==> src/rtl/sel_scan_sequencer.sv <==
// sel_scan_sequencer: steps a 3-bit decoder select through a programmable range with per-channel dwell.
module sel_scan_sequencer #(
   parameter int DWELL_W = 8
) (
   input  logic               clk,
   input  logic               rst,
   input  logic               start_i,
   input  logic               stop_i,
   input  logic               mode_single_i,
   input  logic               dir_down_i,
   input  logic [2:0]         first_sel_i,
   input  logic [2:0]         last_sel_i,
   input  logic [DWELL_W-1:0] dwell_i,
   output logic               s2_o,
   output logic               s1_o,
   output logic               s0_o,
   output logic               valid_o,
   output logic               busy_o,
   output logic               done_o,
   output logic               wrap_o
);
   localparam logic [0:0] IDLE = 1'b0;
   localparam logic [0:0] SCAN = 1'b1;
   logic [0:0]         state_q, state_d;
   logic [2:0]         idx_q, idx_d, first_q, first_d, last_q, last_d, step;
   logic [DWELL_W-1:0] cnt_q, cnt_d, dwell_q, dwell_d;
   logic               single_q, single_d, down_q, down_d, done_q, done_d, wrap_q, wrap_d;
   assign step = down_q ? idx_q - 3'd1 : idx_q + 3'd1;
   always_comb begin
      state_d  = state_q;
      idx_d    = idx_q;
      cnt_d    = cnt_q;
      first_d  = first_q;
      last_d   = last_q;
      dwell_d  = dwell_q;
      single_d = single_q;
      down_d   = down_q;
      done_d   = 1'b0;
      wrap_d   = 1'b0;
      if (state_q == IDLE) begin
         if (start_i && !stop_i) begin
            state_d  = SCAN;
            first_d  = first_sel_i;
            last_d   = last_sel_i;
            dwell_d  = dwell_i;
            single_d = mode_single_i;
            down_d   = dir_down_i;
            idx_d    = first_sel_i;
            cnt_d    = dwell_i;
         end
      end else if (stop_i) begin
         state_d = IDLE;
      end else if (cnt_q != '0) begin
         cnt_d = cnt_q - DWELL_W'(1);
      end else if (idx_q != last_q) begin
         idx_d = step;
         cnt_d = dwell_q;
      end else if (single_q) begin
         state_d = IDLE;
         done_d  = 1'b1;
      end else begin
         idx_d  = first_q;
         cnt_d  = dwell_q;
         wrap_d = 1'b1;
      end
   end
   always_ff @(posedge clk) begin
      if (rst) begin
         state_q  <= IDLE;
         idx_q    <= '0;
         cnt_q    <= '0;
         first_q  <= '0;
         last_q   <= '0;
         dwell_q  <= '0;
         single_q <= 1'b0;
         down_q   <= 1'b0;
         done_q   <= 1'b0;
         wrap_q   <= 1'b0;
      end else begin
         state_q  <= state_d;
         idx_q    <= idx_d;
         cnt_q    <= cnt_d;
         first_q  <= first_d;
         last_q   <= last_d;
         dwell_q  <= dwell_d;
         single_q <= single_d;
         down_q   <= down_d;
         done_q   <= done_d;
         wrap_q   <= wrap_d;
      end
   end
   assign {s2_o, s1_o, s0_o} = idx_q;
   assign valid_o = state_q == SCAN;
   assign busy_o  = state_q == SCAN;
   assign done_o  = done_q;
   assign wrap_o  = wrap_q;
endmodule
==> config.mk <==
export PLATFORM = sky130hd
export DESIGN_NAME = sel_scan_sequencer
export DESIGN_NICKNAME = d
export VERILOG_FILES = /design/src/rtl/sel_scan_sequencer.sv
export SDC_FILE = /design/constraint.sdc
export NUM_CORES = 1
export LEC_CHECK = 0
export ABC_CLOCK_PERIOD_IN_PS = 2350
export CELL_PAD_IN_SITES_DETAIL_PLACEMENT = 0
export CELL_PAD_IN_SITES_GLOBAL_PLACEMENT = 1
export CORE_ASPECT_RATIO = 1.25
export CORE_UTILIZATION = 41
export CTS_BUF_LIST = sky130_fd_sc_hd__clkbuf_4
export DETAILED_ROUTE_END_ITERATION = 10
export PLACE_DENSITY = 0.88
export REMOVE_ABC_BUFFERS = 1
export SKIP_CTS_REPAIR_TIMING = 1
export SLEW_MARGIN = 20
export SYNTH_ARGS = -nofsm -noshare
export SYNTH_HDL_FRONTEND = slang
export SYNTH_SLANG_ARGS = --single-unit
export TNS_END_PERCENT = 30
==> constraint.sdc <==
create_clock -name clk -period 2.35 [get_ports clk]
set_input_delay 0.47 -clock clk [delete_from_list [all_inputs] [get_ports clk]]
set_output_delay 0.47 -clock clk [all_outputs]
set_load 0.03 [all_outputs]
Yosys cells after proc, flatten, opt, wreduce, memory -nomap -nowiden --
Cells that the tools add are included.
Storage, ports and cells: input bits 20, logic and storage cells 47, register bits 30, output and inout bits 7
Operators by class: muxes and demuxes 20, bitwise logic cells 1, reduce and logical (&&, ||, !) cells 8, eq/ne operators 5, $add $sub $neg 3
Operators with widths (count):
- two-way mux 8 bit | 6
- two-way mux 3 bit | 7
- nonzero test 8 bit | 1
- subtractor 8 x 1 -> 8 bit (second input constant) | 1
- two-way mux 1 bit | 7
- OR reduction 5 bit | 1
- inequality test 2 bit (second input constant) | 2
- inequality test 4 x 2 -> 1 bit (second input constant) | 1
- AND reduction 4 bit | 1
- adder 3 x 1 -> 3 bit (second input constant) | 1
- inequality test 3 x 2 -> 1 bit (second input constant) | 1
- inequality test 3 bit | 1
- AND reduction 3 bit | 1
- subtractor 3 x 1 -> 3 bit (second input constant) | 1
- AND reduction 2 bit | 1
- nonzero test 2 bit | 1
- logical AND 1 bit | 1
- logical NOT 1 bit | 1
- NOT 1 bit | 1

Longest topological paths before layout --
Gate-level depths: netlist of the first run.
depth in word-level cells 6, gate-level depth with buffers 7, depth with buffers taken out 6

Least setup slack after synthesis of the first run --
No wires, ideal clock.
path type register -> register, from reg idx_q[0], to reg cnt_q[3], arrival 1.929 ns, slack 0.318 ns, path buffers 1, data required time 2.247 ns, cell stages (with the launch flop) 6, period minus slack after synthesis 2.032 ns, setup time 0.103 ns, cells stage by stage dfxtp_1 xor2_1 or3_1 buf_6 o31a_1 a2111oi_2
Between the ends: word-level cells in the longest chain between the ends 5, elaborated cells between the ends (all ways) 7, classes of those cells eq/ne (2); mux (4); reduce/logical (1)
RTL lines:
- start, declared | RTL line 25 | logic [2:0] idx_q, idx_d, first_q, first_d, last_q, last_d, step;
- start signal, assigned | RTL line 81 | idx_q <= idx_d;
- inequality test 3 bit (*) | RTL line 55 | end else if (idx_q != last_q) begin
- two-way mux 8 bit | RTL line 55
- two-way mux 8 bit | RTL line 53 | end else if (cnt_q != '0) begin
- two-way mux 8 bit | RTL line 51 | end else if (stop_i) begin
- two-way mux 8 bit | RTL line 40 | if (state_q == IDLE) begin
- end signal, assigned | RTL line 82 | cnt_q <= cnt_d;
- end, declared | RTL line 26 | logic [DWELL_W-1:0] cnt_q, cnt_d, dwell_q, dwell_d;
Mark *: on every way between the ends. The rest lies on a longest branch, timed or not. The select of a mux whose other input is x is not followed. A chain may end at the register's enable or synchronous reset.

Worst setup path in the final report of the first run --
from reg cnt_q[1], to reg idx_q[1]
Between the ends: word-level cells in the longest chain between the ends 3
RTL lines (RTL line):
- nonzero test 8 bit | 53
- inequality test 2 bit (no line)
- AND reduction 4 bit (no line)
Every way passes these cells.

==> impl_metrics.ini, run 1 <==
[floorplan]
core_area_um2 = 3880
initial_core_util = 0.439
die_area_um2 = 4420
io_pins = 27
die_w_um = 59.7
fp-row-count = 25
die_h_um = 74.1

[power_and_ir_drop]
p_leak_nw = 0.778
peakVddDrop_mv = 0.334
power_density_nw_per_um2 = 570

[placed_design]
hpwl_um = 3270
portBuffers = 26
gp_congestion = 0.875
preCtsSetupSlack_ns = 0.163
dp.cells = 290

[timing]
slew_viol_final = 0
finalSetupTns_ns = 0
relSlewSlack = 0.714
min_period_ns = 2.23
finalHoldViolations = 0
rsz0062_at_grt = false
period_share = 0.951
timing.fmax_ghz = 0.447
timing.final.ws_setup_ns = 0.115
tightestPinTransition_ns = 0.424
fin_skew_ns = 0.00693
setup_viol = 0

[yosys]
synthDistinctLibCells = 52
yosysTopAreaCell = dfxtp_1
synth_area_leaders = dfxtp_1 35%, nand2_1 10%, a21oi_1 5.0%, a31oi_1 2.9%, nor2_1 2.6%
synth_edf_count = 0
synth_warnings = 0
syn_inst = 214
avgSynthCellArea_um2 = 7.96
syn-cell-area_um2 = 1700
ys_seq_area_frac = 0.352
synth_top_area_frac = 0.352
synthArstFlopShare = 0
synth_ff_type = dfxtp_1
synth-seq-cells = 30

[routing]
vias = 1669
drc_errors = 0
drt-pass1-iter-count = 4
antenna_left = 0
postRouteWirelength_um = 4360
vias_per_cell = 5.62
drtIter0Drc = 88
wl_per_cell_um = 14.7

[clock_network]
cts.sinks = 30
cts_tree = done
clk_path_buf_depth = 2
clkLatencyLatePin_ns = 0.32
cts_inserted_buffers = 5
htree_levels = 2
clock-root-buffer = clkbuf_4
cts.clk_slew.worst_paths_ns = 0.09

[grt]
grt_max_degree = 15
grt_pass1_wl_um = 7470
grt_usage = 0.224
grt_pass1_vias = 1656
antenna_found_initial = 0
grt-ovfl-total = 0

[final_layout]
final_cells = 297
antenna_cells = 0
area_growth_pct = 23.1
nets = 266
drive_above_1_share = 0.0988
num-fill-cells = 399
fin_util = 0.541

[critical_path]
end_kind = flip-flop
crit_type = flip-flop to flip-flop
crit_path_start_kind = flip-flop
crit_fanout = 7
cp.arrival_ns = 2.44
required_ns = 2.55

[job]
drv_cap = 0

[worst_hold_path]
worstHoldPathType = flip-flop to flip-flop

[outcome]
status = finished clean
==> path summary, 6_finish.rpt <==
path,start,to,slack (ns),cells after the start
worst min register to register,first_q[0]$_SDFFE_PP0P_,first_q[0]$_SDFFE_PP0P_,0.46,2
worst max-delay path,cnt_q[1]$_SDFFE_PP0P_,idx_q[1]$_SDFFE_PP0P_,0.12,6
worst min-delay path,first_q[0]$_SDFFE_PP0P_,first_q[0]$_SDFFE_PP0P_,0.46,2
worst max register to register,cnt_q[1]$_SDFFE_PP0P_,idx_q[1]$_SDFFE_PP0P_,0.12,6
==> worst max-delay path, stage by stage (launching register included) <==
cell      delay [ns]
dfxtp_1         0.34
inv_1           0.11
ha_1            0.27
or4b_1          0.60
o21ai_0         0.42
and3_1          0.28
a311oi_1        0.10
==> kinds of logic after synthesis <==
group                      count (synthesis)  share of synthesized area
DFF                                       30                      0.352
muxes                                      3                     0.0184
adders and majority gates                  3                     0.0264
buffers and inverters                     25                     0.0639
xor gates and xnor gates                   7                     0.0448
and+or+nand+nor                           87                      0.236
AOI/OAI and AO/OA                         59                      0.258
==> layout make-up <==
cell class | instances | area [um2] | share of cell area
Tap cell | 54 | 67.6 | 0.0322
Multi-Input combinational cell | 159 | 1000 | 0.477
Sequential cell | 30 | 601 | 0.286
Timing Repair Buffer | 36 | 335 | 0.160
Inverter | 11 | 41.3 | 0.0197
Clock buffer | 7 | 52.6 | 0.0250
==> metal layers <==
| layer | global-route usage | wire [um] |
|---|---|---|
| met1 | 0.271 | 1930 |
| met2 | 0.384 | 2190 |
| met3 | 0.0522 | 162 |
| met4 | 0.0801 | 76 |
| met5 | 0 | 0 |
==> synth_stat cells, types with 2 or more instances <==
master,number
a2111oi_2,2
a31oi_1,8
a311oi_1,2
nor3_1,5
inv_1,11
nor2b_1,3
and3_1,2
o31ai_1,3
nand2_1,47
or3_1,3
o211ai_1,4
dfxtp_1,30
nand2b_1,2
clkbuf_1,9
o311ai_0,4
ha_1,2
nor2_1,12
buf_2,2
o21ai_0,3
xnor2_1,2
or4b_1,2
mux2i_1,2
xor2_1,4
a21oi_1,17
nor3b_1,2
a211o_1,3
nand3_1,3
==> stage by stage <==
stage / power [mW] / hold WS, ns / cell area (um2)
2_1_floorplan: 0.769 / 0.426 / 1640
3_3_place_gp: 0.899 / 0.445 / 2040
3_5_place_dp: 0.900 / 0.450 / 2040
4_1_cts: 1.20 / 0.460 / 2090
5_1_grt: 1.27 / 0.483 / 2100
6_report: 1.20 / 0.458 / 2100
==> cell usage in the layout (no fill, tap or decap), types with 2 or more instances in the layout <==
cell	instances
a2111oi_2	2
a211o_1	3
a21oi_1	17
a311oi_1	2
a31oi_1	8
and3_1	2
buf_4	10
clkbuf_4	7
clkdlybuf4s50_1	26
dfxtp_1	30
ha_1	2
inv_1	11
mux2i_1	2
nand2_1	47
nand2b_1	2
nand3_1	3
nor2_1	12
nor2b_1	3
nor3_1	5
nor3b_1	2
o211ai_1	4
o21ai_0	3
o311ai_0	4
o31ai_1	3
or3_1	3
or4b_1	2
xnor2_1	2
xor2_1	4
==> report_power, final <==
group	switching [mW]	internal (mW)	leakage, nW
Clock	0.167	0.136	0.0322
Combinational	0.178	0.146	0.500
Sequential	0.0332	0.536	0.246
==> flip-flops by register name (all words and copies together), names as in the netlist <==
register / count
busy_o: 1
cnt_q: 8
done_o: 1
down_q: 1
dwell_q: 8
first_q: 3
idx_q: 3
last_q: 3
single_q: 1
wrap_o: 1
No activity file was read; power rests on OpenSTA's default activity.
==> run 2, diff against run 1 <==
--- a/config.mk
+++ b/config.mk
@@ -8,7 +8,7 @@
 export ABC_CLOCK_PERIOD_IN_PS = 2350
 export CELL_PAD_IN_SITES_DETAIL_PLACEMENT = 0
 export CELL_PAD_IN_SITES_GLOBAL_PLACEMENT = 1
-export CORE_ASPECT_RATIO = 1.25
+export CORE_ASPECT_RATIO = 0.6
 export CORE_UTILIZATION = 41
 export CTS_BUF_LIST = sky130_fd_sc_hd__clkbuf_4
 export DETAILED_ROUTE_END_ITERATION = 10
@@ -19,4 +19,3 @@
 export SYNTH_ARGS = -nofsm -noshare
 export SYNTH_HDL_FRONTEND = slang
 export SYNTH_SLANG_ARGS = --single-unit
-export TNS_END_PERCENT = 30
==> impl_metrics.ini, run 2 (same netlist as run 1, synthesis figures left out) <==
[power_and_ir_drop]
p_int_mw = 0.814
power_density_nw_per_um2 = 578
p_leak_nw = 0.796
p_sw_frac = 0.334
power_switching_mw = 0.409
p_seq_frac = 0.468
peakVddDrop_mv = 0.240
comb_power_share = 0.280
clockPowerShare = 0.252

[clock_network]
cts.sinks = 30
cts.clk_slew.worst_paths_ns = 0.09
htree_levels = 2
clk_path_buf_depth = 2
clkLatencyLatePin_ns = 0.34
clock-root-buffer = clkbuf_4
cts_inserted_buffers = 5
cts_tree = done

[critical_path]
path_depth = 6
crit_fanout = 7
slowest_delay_ns = 0.54
crit_type = flip-flop to flip-flop
crit_path_start_kind = flip-flop
end_kind = flip-flop
cp.arrival_ns = 2.42
crit_chain = inv_1, ha_1, or4b_4, o32ai_1, a31oi_1, a2111oi_2
cp_top_family = compound AO/OA/AOI/OAI gates
crit_end = cnt_q[3]$_SDFFE_PP0P_
r2r_cells = 6
worst_path_max_delay_cell = or4b_4
required_ns = 2.57
reg2reg_from = cnt_q[1]$_SDFFE_PP0P_
r2r-end = cnt_q[3]$_SDFFE_PP0P_
ff2ff_setup_slack_ns = 0.16
setup.worst_path.start = cnt_q[1]$_SDFFE_PP0P_
critPathBufInv = 1

[timing]
fin_skew_ns = 0.00617
finalSetupTns_ns = 0
tightestPinTransition_ns = 0.520
timing.fmax_ghz = 0.456
setup_viol = 0
min_period_ns = 2.19
finalHoldViolations = 0
rsz0062_at_grt = false
slew_viol_final = 0
whs_ns = 0.460
period_share = 0.933
relSlewSlack = 0.653

[routing]
drc_errors = 0
antenna_left = 0
vias_per_cell = 5.70
drtIter0Drc = 147
drt-pass1-iter-count = 4
postRouteWirelength_um = 4900
wl_per_cell_um = 16.6
vias = 1677

[grt]
grt_max_degree = 20
grt_pass1_vias = 1558
grt-ovfl-total = 0
antenna_found_initial = 0
grt_pass1_wl_um = 8070
grt_usage = 0.248

[floorplan]
core_area_um2 = 3830
die_h_um = 51.9
die_w_um = 85.2
initial_core_util = 0.445
die_area_um2 = 4430
fp-row-count = 17
io_pins = 27

[job]
drv_cap = 0

[final_layout]
drive_above_1_share = 0.113
area_growth_pct = 24.2
nets = 269
final_cells = 294
top_regs = cnt_q x8, dwell_q x8
register_area_um2 = 601
antenna_cells = 0
num-fill-cells = 376
final_cell_mix = 47 x nand2_1, 30 x dfxtp_1, 26 x clkdlybuf4s50_1, 17 x a21oi_1, 13 x buf_4
multi_input_area_um2 = 1000
layout_commonest_cell = nand2_1

[placed_design]
gp_congestion = 0.926
portBuffers = 26
hpwl_um = 3700
dp.cells = 286

[worst_hold_path]
worstHoldPathType = flip-flop to flip-flop

[outcome]
status = finished clean
## run 2: cell types whose count changed in the layout (fill, tap and decap cells not counted)
cell      before  now
buf_4         10   13
clkbuf_4       7    6
clkinv_2       0    1
clkinv_1       0    1
or4b_4         0    1
or4b_1         2    1
## run 2: power groups by stage
stage	Sequential [mW]	Combinational [mW]	Clock, mW
after CTS	0.570	0.335	0.312
after global routing	0.577	0.376	0.336
final	0.573	0.343	0.308
after global placement	0.581	0.330	0
after detailed placement	0.582	0.332	0
after floorplan	0.585	0.183	0
## run 2: stage by stage
stage / area [um2] / power, mW / setup WS (ns) / utilization
after floorplan: 1640 / 0.769 / 0.0859 / -
after global placement: 2050 / 0.911 / 0.252 / 0.536
after detailed placement: 2050 / 0.914 / 0.100 / 0.536
after CTS: 2110 / 1.22 / 0.0730 / 0.550
after global routing: 2120 / 1.29 / 0.00431 / 0.553
final: 2120 / 1.22 / 0.157 / 0.553
## run 2: how the worst min path moves through the flow
stage / from / to / slack [ns] / depth (start not counted)
floorplan: dwell_q[6]$_SDFFE_PP0P_ / dwell_q[6]$_SDFFE_PP0P_ / 0.43 / 2
global placement: dwell_q[2]$_SDFFE_PP0P_ / dwell_q[2]$_SDFFE_PP0P_ / 0.45 / 2
detailed placement: first_q[0]$_SDFFE_PP0P_ / first_q[0]$_SDFFE_PP0P_ / 0.45 / 2
CTS: first_q[0]$_SDFFE_PP0P_ / first_q[0]$_SDFFE_PP0P_ / 0.46 / 2
global route: dwell_q[2]$_SDFFE_PP0P_ / dwell_q[2]$_SDFFE_PP0P_ / 0.49 / 2
finish: first_q[0]$_SDFFE_PP0P_ / first_q[0]$_SDFFE_PP0P_ / 0.46 / 2
## run 2: worst reg2reg max path: stages, from the launching register on
cell and delay, ns:
dfxtp_1 0.34, inv_1 0.12, ha_1 0.27, or4b_4 0.54
o32ai_1 0.32, a31oi_1 0.10, a2111oi_2 0.40
## run 2: layer usage
layer	vias up	GRT usage	wire length (um)
met2	66	0.344	1900
met3	8	0.0619	445
met1	765	0.372	2500
met4	0	0.0678	48
met5	-	0	0
li1	838	-	-
## run 2: layout make-up
cell class                      count  area share
Sequential cell                    30       0.284
Multi-Input combinational cell    159       0.475
Clock inverter                      2     0.00414
Inverter                           11      0.0195
Tap cell                           47      0.0278
Clock buffer                        6      0.0213
Timing Repair Buffer               39       0.169
